===== config.mk =====
export PLATFORM = sky130hd
export DESIGN_NAME = packet_sink
export DESIGN_NICKNAME = d
export VERILOG_FILES = /design/src/rtl/packet_sink.sv
export SDC_FILE = /design/constraint.sdc
export NUM_CORES = 1
export LEC_CHECK = 0
export BUFFER_PORTS_ARGS = -buffer_cell sky130_fd_sc_hd__buf_2
export CORE_ASPECT_RATIO = 0.8
export CORE_MARGIN = 1
export CORE_UTILIZATION = 35
export CTS_BUF_LIST = sky130_fd_sc_hd__clkbuf_16
export DETAILED_ROUTE_END_ITERATION = 6
export PLACE_DENSITY = 0.62
export RECOVER_POWER = 25
export SETUP_SLACK_MARGIN = 0.2
export SYNTH_ARGS = -nofsm -noshare
export SYNTH_HDL_FRONTEND = slang
export SYNTH_SLANG_ARGS = --single-unit

===== constraint.sdc =====
create_clock -name clk -period 4.21 [get_ports clk]
set_input_delay 0.842 -clock clk [delete_from_list [all_inputs] [get_ports clk]]
set_output_delay 0.842 -clock clk [all_outputs]
set_load 0.1 [all_outputs]

===== src/rtl/packet_sink.sv =====
// Ejection endpoint: reassembles head/body/tail flits, checks framing, records per-packet latency.
// Latency: completion stats are registered, visible the cycle after the tail handshake.
// Backpressure: flit_ready drops for exactly one DRAIN cycle after each good packet, else flits are always sunk.
module packet_sink #(
    parameter int MAX_CYCLE_WIDTH = 5,
    parameter int SRC_WIDTH       = 2,
    parameter int MAX_PKT_FLITS   = 4,
    parameter int COUNT_WIDTH     = 8,
    parameter int SUM_WIDTH       = 16
) (
    input  logic                       clk,
    input  logic                       reset,
    input  logic [MAX_CYCLE_WIDTH-1:0] current_cycle,
    input  logic                       flit_valid,
    output logic                       flit_ready,
    input  logic                       flit_head,
    input  logic                       flit_tail,
    input  logic [SRC_WIDTH-1:0]       flit_src,
    input  logic [MAX_CYCLE_WIDTH-1:0] flit_timestamp,
    output logic [1:0]                 state,
    output logic [COUNT_WIDTH-1:0]     packets_received,
    output logic [MAX_CYCLE_WIDTH-1:0] last_latency,
    output logic [SRC_WIDTH-1:0]       last_src,
    output logic [SUM_WIDTH-1:0]       latency_sum,
    output logic                       error
);

    typedef enum logic [1:0] {
        S_IDLE  = 2'b00,
        S_BODY  = 2'b01,
        S_DRAIN = 2'b10,
        S_ERROR = 2'b11
    } state_t;

    // One spare count value so the increment past MAX_PKT_FLITS never wraps.
    localparam int CNT_W = $clog2(MAX_PKT_FLITS + 2);
    localparam logic [CNT_W-1:0] MAX_CNT = CNT_W'(MAX_PKT_FLITS);

    state_t                     state_q, state_d;
    logic [MAX_CYCLE_WIDTH-1:0] ts_q, ts_d;
    logic [SRC_WIDTH-1:0]       src_q, src_d;
    logic [CNT_W-1:0]           flit_cnt_q, flit_cnt_d;
    logic [CNT_W-1:0]           cnt_inc;
    logic [COUNT_WIDTH-1:0]     pkt_cnt_q, pkt_cnt_d;
    logic [MAX_CYCLE_WIDTH-1:0] last_lat_q, last_lat_d;
    logic [SRC_WIDTH-1:0]       last_src_q, last_src_d;
    logic [SUM_WIDTH-1:0]       lat_sum_q, lat_sum_d;

    logic                       xfer;
    logic                       complete;
    logic [MAX_CYCLE_WIDTH-1:0] done_ts;
    logic [SRC_WIDTH-1:0]       done_src;
    logic [MAX_CYCLE_WIDTH-1:0] lat;
    logic [SUM_WIDTH:0]         sum_ext;

    assign flit_ready       = (state_q != S_DRAIN);
    assign xfer             = flit_valid & flit_ready;
    assign state            = state_q;
    assign error            = (state_q == S_ERROR);
    assign packets_received = pkt_cnt_q;
    assign last_latency     = last_lat_q;
    assign last_src         = last_src_q;
    assign latency_sum      = lat_sum_q;
    assign cnt_inc          = flit_cnt_q + CNT_W'(1);

    always_comb begin
        state_d    = state_q;
        ts_d       = ts_q;
        src_d      = src_q;
        flit_cnt_d = flit_cnt_q;
        pkt_cnt_d  = pkt_cnt_q;
        last_lat_d = last_lat_q;
        last_src_d = last_src_q;
        lat_sum_d  = lat_sum_q;
        complete   = 1'b0;
        done_ts    = ts_q;
        done_src   = src_q;

        case (state_q)
            S_IDLE: begin
                if (xfer) begin
                    if (flit_head) begin
                        ts_d       = flit_timestamp;
                        src_d      = flit_src;
                        flit_cnt_d = CNT_W'(1);
                        if (flit_tail) begin
                            // Single-flit packet: use the live header fields, not the latches.
                            complete = 1'b1;
                            done_ts  = flit_timestamp;
                            done_src = flit_src;
                            state_d  = S_DRAIN;
                        end else begin
                            state_d = S_BODY;
                        end
                    end else begin
                        state_d = S_ERROR;
                    end
                end
            end
            S_BODY: begin
                if (xfer) begin
                    if (flit_head) begin
                        state_d = S_ERROR;
                    end else if (flit_tail) begin
                        complete = 1'b1;
                        state_d  = S_DRAIN;
                    end else begin
                        flit_cnt_d = cnt_inc;
                        if (cnt_inc >= MAX_CNT) begin
                            state_d = S_ERROR;
                        end
                    end
                end
            end
            S_DRAIN: state_d = S_IDLE;
            S_ERROR: state_d = S_ERROR;
            default: state_d = S_ERROR;
        endcase

        // Modular subtraction makes the latency correct across current_cycle wrap.
        lat     = current_cycle - done_ts;
        sum_ext = {1'b0, lat_sum_q} + {{(SUM_WIDTH + 1 - MAX_CYCLE_WIDTH){1'b0}}, lat};

        if (complete) begin
            last_lat_d = lat;
            last_src_d = done_src;
            pkt_cnt_d  = pkt_cnt_q + COUNT_WIDTH'(1);
            lat_sum_d  = sum_ext[SUM_WIDTH] ? {SUM_WIDTH{1'b1}} : sum_ext[SUM_WIDTH-1:0];
        end
    end

    always_ff @(posedge clk) begin
        if (reset) begin
            state_q    <= S_IDLE;
            ts_q       <= '0;
            src_q      <= '0;
            flit_cnt_q <= '0;
            pkt_cnt_q  <= '0;
            last_lat_q <= '0;
            last_src_q <= '0;
            lat_sum_q  <= '0;
        end else begin
            state_q    <= state_d;
            ts_q       <= ts_d;
            src_q      <= src_d;
            flit_cnt_q <= flit_cnt_d;
            pkt_cnt_q  <= pkt_cnt_d;
            last_lat_q <= last_lat_d;
            last_src_q <= last_src_d;
            lat_sum_q  <= lat_sum_d;
        end
    end

endmodule


======== Word level (Yosys, flattened, before mapping) ========
Index checks and enable logic that the tools add are counted.
storage, ports and cells
  bits in registers ....................... 43
  input bits .............................. 17
  logic and storage cells ................. 58
cells by class
  add/sub/neg operators ................... 4
  $lt $le $gt $ge ......................... 1
  equality and inequality tests ........... 10
  multiplexer cells ....................... 29
  bitwise operators ....................... 1
  reduce and logical (&&, ||, !) cells .... 5
operators by type and width
  cell                                                                   number
  2-bit two-way mux                                                      11
  5-bit two-way mux                                                      4
  16-bit by 5-bit adder with 17-bit output                               1
  16-bit two-way mux                                                     1
  3-bit two-way mux                                                      5
  2-bit inequality test, second input constant                           6
  8-bit by 1-bit adder with 8-bit output, second input constant          1
  2-bit case mux with 4 select lines                                     1
  3-bit case mux with 2 select lines                                     1
  3-bit AND reduction                                                    2
  6-bit AND reduction                                                    1
  1-bit two-way mux                                                      5
  5-bit subtractor                                                       1
  2-bit equality test, second input constant                             2
  4-bit inequality test, second input constant                           1
  3-bit by 1-bit adder with 3-bit output, second input constant          1
  3-bit >= comparator, second input constant                             1
  2-bit by 1-bit equality test with 1-bit output, second input constant  1
  2-bit logical NOT                                                      1
  1-bit case mux with 2 select lines                                     1
  2-bit nonzero test                                                     1
  1-bit AND                                                              1

======== Logic depth before layout (Yosys ltp) ========
Gate-level depths: netlist (run 1).
  depth in word-level cells ............... 7
  gate-level depth with buffers ........... 18
  depth with buffers taken out ............ 16

======== Least setup slack after synthesis (run 1) ========
No wires, ideal clock.
  path type ............................... reg2reg
  start point ............................. reg state_q[0], in the netlist state[0]
  end point ............................... reg lat_sum_q[5], in the netlist latency_sum[5]
  data arrival time ....................... 4147 ps
  required time ........................... 4107 ps
  path slack .............................. -40 ps
  cell stages (with the launch flop) ...... 18
  path buffers ............................ 1
  period minus slack after synthesis ...... 4250 ps
  cells stage by stage .................... dfxtp_1 > clkbuf_2 > nand2b_1 > nor2_4 > mux2_2 > ha_1 > inv_1 > fa_1 > a21o_1 > a21oi_1 > xor2_1 > xnor2_1 > ha_1 > o21a_1 > o31a_1 > o2111a_2 > nor2_1 > a2111oi_2
on the way
  cells in the longest elaborated chain, start to end .. 7
RTL lines
  what                                          RTL line  text
  start: declaration                            39        state_t state_q, state_d;
  start signal: assignment                      143       state_q <= state_d;
  2-bit inequality test                         56        assign flit_ready = (state_q != S_DRAIN);
  1-bit AND                                     57        assign xfer = flit_valid & flit_ready;
  5-bit two-way mux                             81        if (xfer) begin
  5-bit two-way mux (*)                         79        case (state_q)
  5-bit subtractor (*)                          121       lat = current_cycle - done_ts;
  via lat[4]                                    53        logic [MAX_CYCLE_WIDTH-1:0] lat;
  16-bit by 5-bit adder with 17-bit output (*)  122       sum_ext = {1'b0, lat_sum_q} + {{(SUM_WIDTH + 1 - MAX_CYCLE_WIDTH){1'b0}}, lat};
  16-bit two-way mux (*)                        128       lat_sum_d = sum_ext[SUM_WIDTH] ? {SUM_WIDTH{1'b1}} : sum_ext[SUM_WIDTH-1:0];
  end signal: assignment                        150       lat_sum_q <= lat_sum_d;
  end: declaration                              47        logic [SUM_WIDTH-1:0] lat_sum_q, lat_sum_d;
The timed path passes the listed nets; every way through them passes the cells marked *.
A chain may end at the register's enable or synchronous reset.

======== Worst setup path after layout (run 1) ========
  start point ............................. in flit_head
  end point ............................... reg lat_sum_q[14], in the netlist latency_sum[14]
on the way
  cells in the longest elaborated chain, start to end .. 6
RTL lines
  what                                      RTL line  text
  start: declaration                        16        input logic flit_head,
  5-bit two-way mux                         82        if (flit_head) begin
  5-bit two-way mux                         81
  5-bit two-way mux                         79
  5-bit subtractor                          121
  via lat[4]                                53
  16-bit by 5-bit adder with 17-bit output  122
  16-bit two-way mux                        128
The timed path passes the listed nets, and every way through them passes these cells.

==> results of run 1 <==
==> layout make-up <==
type / instances / share of cell area [%]
well taps: 81 / 3.709
clock buffers: 5 / 4.579
repair buffers: 56 / 10.16
clock inverters: 3 / 0.5952
inverters: 9 / 1.236
multi-input cells: 199 / 48.12
flip-flops and latches: 43 / 31.59
==> routing by layer <==
layer,global-route usage (%),up-vias,routed length (um)
met1,23.38,899,2722
met2,23.55,44,2164
li1,-,1018,-
met5,0,-,0
met4,4.167,0,36
met3,3.783,4,222
==> metrics by stage <==
| stage | utilization (%) | power, mW | hold WS, ps | setup slack, ps | instances |
|---|---|---|---|---|---|
| 5_1_grt | 44.80 | 1.105 | 477.7 | 194.5 | 396 |
| 3_3_place_gp | 42.73 | 0.6907 | 441.7 | 267.6 | 388 |
| 4_1_cts | 45.05 | 1.068 | 454.8 | 453.0 | 396 |
| 3_5_place_dp | 42.73 | 0.6923 | 446.3 | 175.2 | 388 |
| 6_report | 44.80 | 1.057 | 453.0 | 392.3 | 396 |
| 2_1_floorplan | - | 0.6428 | 433.8 | 257.1 | 264 |
==> cells in the final DEF (no fill, tap or decap), types with 4 or more instances in the layout <==
master	n
and3_1	4
clkbuf_1	12
nor2_1	25
nor3_1	11
mux2i_1	7
a21oi_1	28
xor2_1	17
ha_1	12
nand2_1	28
xnor2_1	6
inv_1	10
buf_4	5
o21ai_0	5
clkbuf_16	5
dfxtp_1	41
nand3_1	8
a211oi_1	7
buf_2	39
nor2b_1	4
==> worst max-delay path by stage <==
stage,cells past startpoint,end,start
after CTS,18,latency_sum[12],flit_head
after detailed placement,17,latency_sum[4],flit_head
after global placement,17,latency_sum[4],flit_head
final,18,latency_sum[14],flit_head
after global routing,18,latency_sum[12],flit_head
after floorplan,16,latency_sum[5],flit_tail
==> power groups by stage <==
stage / clock network (mW) / logic (mW) / registers, mW
after floorplan: 0 / 0.127 / 0.516
after global placement: 0 / 0.248 / 0.443
after detailed placement: 0 / 0.249 / 0.443
after CTS: 0.383 / 0.251 / 0.434
after global routing: 0.398 / 0.270 / 0.436
final: 0.374 / 0.249 / 0.434
==> sequential cells by signal, indices dropped and copies added, names as in the netlist <==
| name | count |
|---|---|
| latency_sum | 16 |
| packets_received | 8 |
| last_latency | 5 |
| ts_q | 5 |
| flit_cnt_q | 3 |
| last_src | 2 |
| src_q | 2 |
| state | 2 |
==> tightest hold or removal path: stages (launching register included) <==
cell     delay (ps)
dfxtp_1         310
nand2_1          50
a21oi_1          50
==> logic make-up after synthesis <==
family | after synthesis
compound gates | 55
xor+xnor | 23
fa+ha+maj | 14
buf+inv | 22
flops | 43
mux | 8
simple gates | 99
==> reports/metrics.csv, run 1 <==
stage,metric,value,unit
placement,Area after DPL,2606,um^2
sta,slew margin rel.,-30.30,%
pwr,P_sw,0.3498,mW
outcome,outcome,"finished, violations left",
yosys,"EDFF count, synth",0,
setup_path,CP max stage delay,390,ps
setup_path,CP Buf/Inv Count,3,
yosys,ys flop type,dfxtp_1,
clock_tree,Num CTS Buffers,5,
die,row count,25,
setup_path,Setup crit end kind,register,
die,Top Ports,52,
pwr,Reg power frac,41.1,%
sta,Setup-failing EPs final,0,
grt,initial antenna violation count,0,
route,drt wl/cell,12.99,um
yosys,synth warn,0,
yosys,largest family of logic cells by synthesized area,simple AND/OR/NAND/NOR gates,
outcome,failing checks,"max-capacitance violations, max-slew violations",
yosys,most frequent cell after synthesis,dfxtp_1,
finish,Multi-input gate area,1315,um^2
grt,largest net degree at the start of global routing,44,
pwr,PwrDens,386.8,nW/um^2
finish,ant diodes,0,
setup_path,Worst Path Max Fanout,6,
setup_path,kind of critical path,in -> reg,
route,Detailed Route Iter0 Violations,77,
yosys,top area cells in the synthesized netlist,"dfxtp_1 38%, ha_1 6.6%, xor2_1 6.6%",
pwr,Comb power frac,23.6,%
route,Final ANT Viol Nets,0,
sta,Max Slew Vio Count,44,
clock_tree,clock slew at reported path FFs,60,ps
yosys,synthesized cell area,2272,um^2
placement,hpwl dp,3820,um
grt,vias in the first global route,1799,
finish,"Non-Filler Cell Area, Final",2733,um^2
finish,flip-flop and latch area,863.3,um^2
die,die height,74.07,um
clock_tree,Clock Sinks,43,
setup_path,register-to-register setup slack,620,ps
setup_path,critical-path cell list,"buf_2, nand2b_1, nor2_4, mux2_2, ha_1, inv_1, fa_1, a21o_1, a21oi_1, xor2_1, xnor2_1, ha_1, o21a_1, o31a_1, buf_4, o2111ai_1, xor2_1, a21oi_1",
yosys,"Distinct cells, synth",44,
sta,"Hold Vio Cnt, Final",0,
worst_hold_path,hold_sp,ts_q[1],
setup_path,critical path's slowest cell,fa_1,
sta,Final TNS setup,0,ps
sta,Max Clock Freq,0.2619,GHz
yosys,Synth top cells by count,"43 x dfxtp_1, 28 x a21oi_1, 28 x nand2_1",
route,Via-to-Cell Ratio,4.962,
sta,Final Skew,4.288,ps
setup_path,RR Startpoint,state[0],
setup_path,WP data arrival,3890,ps
clock_tree,"Clk Latency, worst-skew pair",280,ps
yosys,Adder-Cell Fraction of Synth Area,8.370,%
grt,first-pass GRT wire length,8618,um
die,die area,6820,um^2
die,Starting Density,37.25,%
worst_hold_path,WHS Path Cells,2,
pwr,P_int,0.7072,mW
sta,measured slew at the worst slew-check pin,1954,ps
yosys,asr flop ratio synth,0,%
setup_path,Worst path top cell family by delay,adder cells,
sta,Final period util,90.68,%
placement,Port Buffers,51,
setup_path,reg-to-reg endpoint,latency_sum[14],
clock_tree,Post-CTS Hold Fix Bufs,0,
clock_tree,post-CTS sizing,0,
yosys,#FFs+latches synth,43,
yosys,area share of and/or/nand/nor cells after synthesis,21.97,%
sta,RSZ-0062 raised after global routing,no,
placement,GP Congestion,0.7615,
grt,grt ovf,0,
clock_tree,clk root buf,clkbuf_16,
worst_hold_path,type of the tightest min-delay check,reg -> reg,
clock_tree,setup repair bufs after CTS,0,
setup_path,worst path required time,4280,ps
route,TritonRoute pass-1 iters,4,
run,max-cap violation count,1,
pwr,VDD IR max,0.1713,mV
finish,"Area growth, synth to finish",20.26,%
die,Die W,92.08,um
finish,layout cells sized above 1,19.68,%
clock_tree,Bufs on Longest Clock Path,2,
yosys,top cell type's share of synthesized area,37.89,%
finish,Nets,345,
yosys,syn_area_per_cell,8.607,um^2
die,core area,6100,um^2
route,total number of vias,1965,
clock_tree,CTS tree,built,
yosys,Post-Synth XOR/XNOR Area,8.866,%
setup_path,worst r2r path cells,17,
yosys,Cells after Synth,264,
yosys,sequential fraction of the synthesis area,37.89,%
route,Remaining DRCs,0,
pwr,sw frac,33.09,%
yosys,syn_nets,295,
route,Detailed Route WL,5146,um
sta,post-route minimum period,3818,ps
yosys,Synth area leader,dfxtp_1,
setup_path,Worst Setup Start Kind,input port,
pwr,Leakage,1.093,nW
grt,total track usage,15.98,%
finish,Filler cells,622,
worst_hold_path,hold path endpoint,ts_q[1],
yosys,multiplexer share of the synthesized area,3.579,%
clock_tree,# H-tree levels,2,
yosys,Synth Area in Compound Gates,15.09,%
pwr,Clock power frac,35.4,%
No activity file was read; power rests on OpenSTA's default activity.
==> run 2, diff against run 1 <==
--- a/config.mk
+++ b/config.mk
@@ -5,13 +5,13 @@
 export SDC_FILE = /design/constraint.sdc
 export NUM_CORES = 1
 export LEC_CHECK = 0
-export BUFFER_PORTS_ARGS = -buffer_cell sky130_fd_sc_hd__buf_2
 export CORE_ASPECT_RATIO = 0.8
 export CORE_MARGIN = 1
 export CORE_UTILIZATION = 35
 export CTS_BUF_LIST = sky130_fd_sc_hd__clkbuf_16
 export DETAILED_ROUTE_END_ITERATION = 6
-export PLACE_DENSITY = 0.62
+export DONT_BUFFER_PORTS = 1
+export PLACE_DENSITY = 0.55
 export RECOVER_POWER = 25
 export SETUP_SLACK_MARGIN = 0.2
 export SYNTH_ARGS = -nofsm -noshare
==> reports/metrics.csv, run 2 (synthesized netlist as in run 1, its figures left out) <==
stage,metric,value,unit,change
route,Detailed Route WL,5082,um,was 5146 um
clock_tree,post-CTS sizing,0,,unchanged
grt,vias in the first global route,1806,,was 1799
finish,"Non-Filler Cell Area, Final",2569,um^2,was 2733 um^2
route,Via-to-Cell Ratio,5.056,,was 4.962
grt,first-pass GRT wire length,8590,um,was 8618 um
clock_tree,"Clk Latency, worst-skew pair",280,ps,about the same
setup_path,Worst Path Max Fanout,7,,was 6
die,core area,6100,um^2,unchanged
pwr,VDD IR max,0.1887,mV,was 0.1713 mV
finish,"commonest non-fill, non-tap cell in the layout",dfxtp_1,,unchanged
setup_path,critical-path cell list,"nand2b_1, nor2_4, mux2_2, ha_1, inv_1, fa_1, a21o_1, a21oi_1, xor2_1, xnor2_1, ha_1, o21a_1, o31a_1, o2111a_2, nor2_1, a2111oi_2",,"was buf_2, nand2b_1, nor2_4, mux2_2, ha_1, inv_1, fa_1, a21o_1, a21oi_1, xor2_1, xnor2_1, ha_1, o21a_1, o31a_1, buf_4, o2111ai_1, xor2_1, a21oi_1"
setup_path,worst path required time,4390,ps,was 4280 ps
setup_path,Worst Setup Start Kind,input port,,unchanged
clock_tree,Num CTS Buffers,5,,unchanged
pwr,P_sw,0.3338,mW,was 0.3498 mW
setup_path,CP max stage delay,400,ps,was 390 ps
die,row count,25,,unchanged
clock_tree,Post-CTS Hold Fix Bufs,0,,unchanged
pwr,Tot Pwr,1.093,mW,was 1.057 mW
setup_path,Worst path top cell family by delay,compound AO/OA/AOI/OAI gates,,was adder cells
route,Final ANT Viol Nets,0,,unchanged
route,TritonRoute pass-1 iters,4,,unchanged
finish,Nets,308,,was 345
die,die height,74.07,um,unchanged
die,Die W,92.08,um,unchanged
route,drt wl/cell,14.16,um,was 12.99 um
finish,ant diodes,0,,unchanged
setup_path,CP dominant cell by count,ha_1,,
setup_path,kind of critical path,in -> reg,,unchanged
sta,Final Skew,3.157,ps,was 4.288 ps
clock_tree,setup repair bufs after CTS,0,,unchanged
setup_path,critical path's slowest cell,fa_1,,unchanged
finish,most frequent cells in the layout,"43 x dfxtp_1, 28 x a21oi_1, 28 x nand2_1, 25 x nor2_1, 17 x xor2_1",,"was 41 x dfxtp_1, 39 x buf_2, 28 x a21oi_1, 28 x nand2_1, 25 x nor2_1"
placement,Port Buffers,0,,was 51
die,Starting Density,37.25,%,unchanged
sta,measured slew at the worst slew-check pin,1412,ps,was 1954 ps
grt,largest net degree at the start of global routing,44,,unchanged
pwr,Comb power frac,17.8,%,was 23.6%
finish,layout cells sized above 1,7.914,%,was 19.68%
clock_tree,clk root buf,clkbuf_16,,unchanged
grt,grt ovf,0,,unchanged
die,die area,6820,um^2,unchanged
grt,total track usage,16.12,%,was 15.98%
pwr,P_int,0.7589,mW,was 0.7072 mW
pwr,Leakage,0.9216,nW,was 1.093 nW
clock_tree,clock slew at reported path FFs,60,ps,about the same
placement,Area after DPL,2441,um^2,was 2606 um^2
pwr,PwrDens,425.4,nW/um^2,was 386.8 nW/um^2
clock_tree,Clock Sinks,43,,unchanged
placement,hpwl dp,3702,um,was 3820 um
finish,Filler cells,617,,was 622
route,total number of vias,1815,,was 1965
run,max-cap violation count,0,,was 1
clock_tree,# H-tree levels,2,,unchanged
sta,Max Slew Vio Count,0,,was 44
sta,Final TNS setup,0,ps,unchanged
setup_path,WP data arrival,3910,ps,was 3890 ps
finish,Multi-input gate area,1315,um^2,unchanged
finish,"Core Util, Final",42.11,%,was 44.80%
clock_tree,CTS tree,built,,unchanged
sta,Setup-failing EPs final,0,,unchanged
finish,"Area growth, synth to finish",13.05,%,was 20.26%
worst_hold_path,type of the tightest min-delay check,reg -> reg,,unchanged
sta,"Hold Vio Cnt, Final",0,,unchanged
placement,GP Congestion,0.8076,,was 0.7615
finish,flip-flop and latch area,860.8,um^2,was 863.3 um^2
route,Remaining DRCs,0,,unchanged
finish,max reg flops,16,,unchanged
setup_path,Setup crit end kind,register,,unchanged
setup_path,CP Buf/Inv Count,1,,was 3
pwr,sw frac,30.55,%,was 33.09%
sta,slew margin rel.,5.877,%,was -30.30%
sta,WHS,450.4,ps,was 453.0 ps
sta,RSZ-0062 raised after global routing,no,,unchanged
pwr,Clock power frac,39.4,%,was 35.4%
sta,Max Clock Freq,0.2683,GHz,was 0.2619 GHz
pwr,Reg power frac,42.8,%,was 41.1%
outcome,outcome,"complete, no violations",,"was finished, violations left"
sta,Final period util,88.53,%,was 90.68%
die,Top Ports,52,,unchanged
grt,initial antenna violation count,0,,unchanged
clock_tree,Bufs on Longest Clock Path,2,,unchanged
route,Detailed Route Iter0 Violations,57,,was 77
sta,post-route minimum period,3727,ps,was 3818 ps
-- run 2: worst paths after layout --
check                               start  cells past startpoint  slack [ps]              to
worst max-delay path            flit_head                     16         480  latency_sum[5]
worst min-delay path              ts_q[0]                      2         450         ts_q[0]
worst max register to register   state[1]                     16         630  latency_sum[5]
worst min register to register    ts_q[0]                      2         450         ts_q[0]
-- run 2: layout make-up --
cell class                      count  area share (%)
Clock buffer                        5           4.871
Clock inverter                      3           1.510
Inverter                            9           1.315
Multi-Input combinational cell    199           51.19
Sequential cell                    43           33.51
Tap cell                           81           3.945
Timing Repair Buffer               19           3.653
-- run 2: worst min-delay path: cells and delay by family, from the launching register on --
family,cells,cell delay [ps]
AOI/OAI and AO/OA,1,50
and+or+nand+nor,1,50
DFF,1,310
-- run 2: stage by stage --
stage / instances / worst slack, ps
after floorplan: 264 / 257.1
after global placement: 349 / 286.4
after detailed placement: 349 / 179.6
after CTS: 357 / 466.8
after global routing: 359 / 194.3
final: 359 / 482.9
-- run 2: per-layer routing --
metal	part of all wire, %	track usage (%)	wire length, um
met1	49	21.17	2467
met2	43	24.13	2173
met3	7.0	6.237	355
met4	1.7	6.076	85
met5	0	0	0
-- run 2: power groups by stage --
stage / Sequential (mW) / Clock [mW] / Combinational (mW)
finish: 0.467 / 0.431 / 0.194
global route: 0.469 / 0.468 / 0.214
detailed placement: 0.477 / 0 / 0.196
global placement: 0.477 / 0 / 0.195
floorplan: 0.516 / 0 / 0.127
CTS: 0.468 / 0.444 / 0.198
==> run 3, diff against run 2 <==
--- a/config.mk
+++ b/config.mk
@@ -5,12 +5,13 @@
 export SDC_FILE = /design/constraint.sdc
 export NUM_CORES = 1
 export LEC_CHECK = 0
-export CORE_ASPECT_RATIO = 0.8
+export CORE_ASPECT_RATIO = 1.4
 export CORE_MARGIN = 1
 export CORE_UTILIZATION = 35
 export CTS_BUF_LIST = sky130_fd_sc_hd__clkbuf_16
 export DETAILED_ROUTE_END_ITERATION = 6
 export DONT_BUFFER_PORTS = 1
+export GPL_TIMING_DRIVEN = 0
 export PLACE_DENSITY = 0.55
 export RECOVER_POWER = 25
 export SETUP_SLACK_MARGIN = 0.2
==> constraint.sdc (replaced) <==
create_clock -name clk -period 4.2 [get_ports clk]
set_input_delay 0.84 -clock clk [delete_from_list [all_inputs] [get_ports clk]]
set_output_delay 0.84 -clock clk [all_outputs]
set_load 0.1 [all_outputs]
==> reports/metrics.csv, run 3 (synthesized netlist as in run 1, its figures left out) <==
stage,metric,value,unit,change
outcome,outcome,"complete, no violations",,unchanged
finish,Multi-input gate area,1350,um^2,was 1315 um^2
clock_tree,clock slew at reported path FFs,60,ps,about the same
sta,WHS,452.1,ps,was 450.4 ps
sta,Setup-failing EPs final,0,,unchanged
setup_path,CP dominant cell by count,ha_1,,unchanged
pwr,VDD IR max,0.1842,mV,was 0.1887 mV
finish,"Core Util, Final",42.02,%,was 42.11%
die,die height,97.34,um,was 74.07 um
setup_path,critical-path cell list,"clkbuf_1, nand2b_4, nor2_4, mux2_2, ha_1, inv_1, fa_1, a21o_1, a21oi_2, xor2_1, xnor2_1, ha_1, o21a_1, o31a_1, o2111a_2, buf_4, nor3_2, nor3_1",,"was nand2b_1, nor2_4, mux2_2, ha_1, inv_1, fa_1, a21o_1, a21oi_1, xor2_1, xnor2_1, ha_1, o21a_1, o31a_1, o2111a_2, nor2_1, a2111oi_2"
pwr,P_sw,0.3486,mW,was 0.3338 mW
sta,Max Clock Freq,0.2597,GHz,
clock_tree,Clock Sinks,43,,unchanged
route,TritonRoute pass-1 iters,4,,unchanged
sta,Setup WS post-layout,349.3,ps,was 482.9 ps
clock_tree,clk root buf,clkbuf_16,,unchanged
route,Final ANT Viol Nets,0,,unchanged
setup_path,critical path's slowest cell,dfxtp_4,,was fa_1
finish,"Area growth, synth to finish",15.64,%,was 13.05%
setup_path,Setup crit end kind,register,,unchanged
sta,Max Slew Vio Count,0,,unchanged
die,row count,34,,was 25
sta,"Hold Vio Cnt, Final",0,,unchanged
sta,Final TNS setup,0,ps,unchanged
grt,initial antenna violation count,0,,unchanged
route,Remaining DRCs,0,,unchanged
sta,Final period util,91.68,%,
pwr,Reg power frac,45.9,%,was 42.8%
pwr,Clock power frac,39.0,%,was 39.4%
placement,Port Buffers,0,,unchanged
die,Starting Density,36.33,%,was 37.25%
setup_path,worst r2r path cells,18,,was 16
setup_path,reg-to-reg endpoint,latency_sum[4],,was latency_sum[5]
grt,vias in the first global route,1818,,was 1806
worst_hold_path,WHS Path Cells,2,,unchanged
finish,ant diodes,0,,unchanged
pwr,P_int,0.7668,mW,was 0.7589 mW
placement,hpwl dp,3842,um,was 3702 um
pwr,sw frac,31.25,%,was 30.55%
finish,layout cells sized above 1,12.14,%,was 7.914%
setup_path,CP max stage delay,530,ps,was 400 ps
pwr,PwrDens,424.5,nW/um^2,was 425.4 nW/um^2
route,Detailed Route WL,5347,um,was 5082 um
pwr,Leakage,0.9604,nW,was 0.9216 nW
clock_tree,CTS tree,built,,unchanged
worst_hold_path,type of the tightest min-delay check,reg -> reg,,unchanged
placement,GP Congestion,0.7729,,was 0.8076
sta,slew margin rel.,26.65,%,was 5.877%
clock_tree,"Clk Latency, worst-skew pair",280,ps,about the same
route,Detailed Route Iter0 Violations,21,,was 57
setup_path,RR Startpoint,state[0],,was state[1]
clock_tree,# H-tree levels,2,,unchanged
worst_hold_path,hold_sp,ts_q[0],,unchanged
grt,largest net degree at the start of global routing,14,,was 44
placement,dpl ws,-243.8,ps,was 179.6 ps
setup_path,Worst Setup Start Kind,register,,was input port
setup_path,Worst Path Max Fanout,7,,unchanged
die,die area,6823,um^2,was 6820 um^2
die,Top Ports,52,,unchanged
grt,total track usage,16.07,%,was 16.12%
die,core area,6254,um^2,was 6100 um^2
setup_path,worst path required time,4350,ps,was 4390 ps
setup_path,register-to-register setup slack,350,ps,was 630 ps
grt,grt ovf,0,,unchanged
route,Via-to-Cell Ratio,5.247,,was 5.056
clock_tree,Bufs on Longest Clock Path,2,,unchanged
setup_path,WP data arrival,4000,ps,was 3910 ps
pwr,Comb power frac,15.1,%,was 17.8%
sta,measured slew at the worst slew-check pin,1099,ps,was 1412 ps
placement,Area after DPL,2365,um^2,was 2441 um^2
finish,"commonest non-fill, non-tap cell in the layout",dfxtp_1,,unchanged
worst_hold_path,hold path endpoint,ts_q[0],,unchanged
finish,max reg flops,16,,unchanged
route,drt wl/cell,15.19,um,was 14.16 um
route,total number of vias,1847,,was 1815
grt,first-pass GRT wire length,8652,um,was 8590 um
sta,post-route minimum period,3851,ps,
run,max-cap violation count,0,,unchanged
finish,Filler cells,649,,was 617
setup_path,kind of critical path,reg -> reg,,was in -> reg
die,Die W,70.10,um,was 92.08 um
sta,Final Skew,4.448,ps,was 3.157 ps
finish,flip-flop and latch area,868.3,um^2,was 860.8 um^2
finish,Nets,310,,was 308
sta,RSZ-0062 raised after global routing,yes,,was no
finish,most frequent cells in the layout,"41 x dfxtp_1, 28 x nand2_1, 27 x a21oi_1, 25 x nor2_1, 17 x xor2_1",,"was 43 x dfxtp_1, 28 x a21oi_1, 28 x nand2_1, 25 x nor2_1, 17 x xor2_1"
finish,"Non-Filler Cell Area, Final",2628,um^2,was 2569 um^2
clock_tree,Num CTS Buffers,5,,unchanged
==> run 3: cell count changes in the layout (fill, tap and decap cells not counted), moves of 2 or more <==
| cell | previous run | this run |
|---|---|---|
| dfxtp_1 | 43 | 41 |
| nor3_2 | 1 | 4 |
| buf_4 | 6 | 8 |
| dfxtp_4 | 0 | 2 |
| nor3_1 | 11 | 8 |
| clkbuf_1 | 13 | 9 |
==> run 3: timing repair <==
item / in CTS / in global routing
pin swaps: 3 / 5
setup buffers: 6 / 2
resized for setup: 6 / 8
hold buffers: 0 / 0
setup endpoints to repair: 16 / 15
==> run 3: final cells by class <==
type / instances / area share, %
multi-input cells: 199 / 51.38
repair buffers: 8 / 2.143
well taps: 72 / 3.429
clock buffers: 5 / 4.762
clock inverters: 3 / 1.476
plain buffers: 13 / 2.476
inverters: 9 / 1.286
flip-flops and latches: 43 / 33.05
==> run 3: routing by layer <==
metal	track usage, %	wire length, um	share of wire (%)
met1	17.54	2165	40
met5	0	0	0
met3	4.979	275	5.1
met4	6.462	108	2.0
met2	28.40	2797	52
==> run 3: power by group through the flow <==
| stage | Sequential, mW | Clock (mW) | Combinational [mW] |
|---|---|---|---|
| global placement | 0.521 | 0 | 0.153 |
| finish | 0.512 | 0.435 | 0.168 |
| floorplan | 0.517 | 0 | 0.127 |
| detailed placement | 0.521 | 0 | 0.155 |
| global route | 0.514 | 0.460 | 0.190 |
| CTS | 0.512 | 0.446 | 0.165 |
==> run 3: worst max-delay path by stage <==
stage	depth (start not counted)	slack (ps)	from	end
5_1_grt	19	90	state[0]	latency_sum[15]
4_1_cts	18	210	state[0]	latency_sum[4]
6_report	18	350	state[0]	latency_sum[4]
3_5_place_dp	17	-240	flit_tail	latency_sum[15]
3_3_place_gp	17	-220	flit_tail	latency_sum[15]
2_1_floorplan	16	250	flit_tail	latency_sum[5]
==> run 3: worst max-delay path, delay by kind of cell, from the launching register on <==
family                   cells  cell delay, ps
flip-flops                   1             530
XOR/XNOR                     2             390
multiplexers                 1             210
buffers and inverters        3             390
AO/OA/AOI/OAI                5             960
adder cells (fa/ha/maj)      3             820
AND/OR/NAND/NOR              4             410
==> run 3: stage by stage <==
| step | power [mW] | std cells |
|---|---|---|
| after floorplan | 0.6443 | 264 |
| after global placement | 0.6743 | 336 |
| after detailed placement | 0.6760 | 336 |
| after CTS | 1.123 | 350 |
| after global routing | 1.165 | 352 |
| final | 1.115 | 352 |
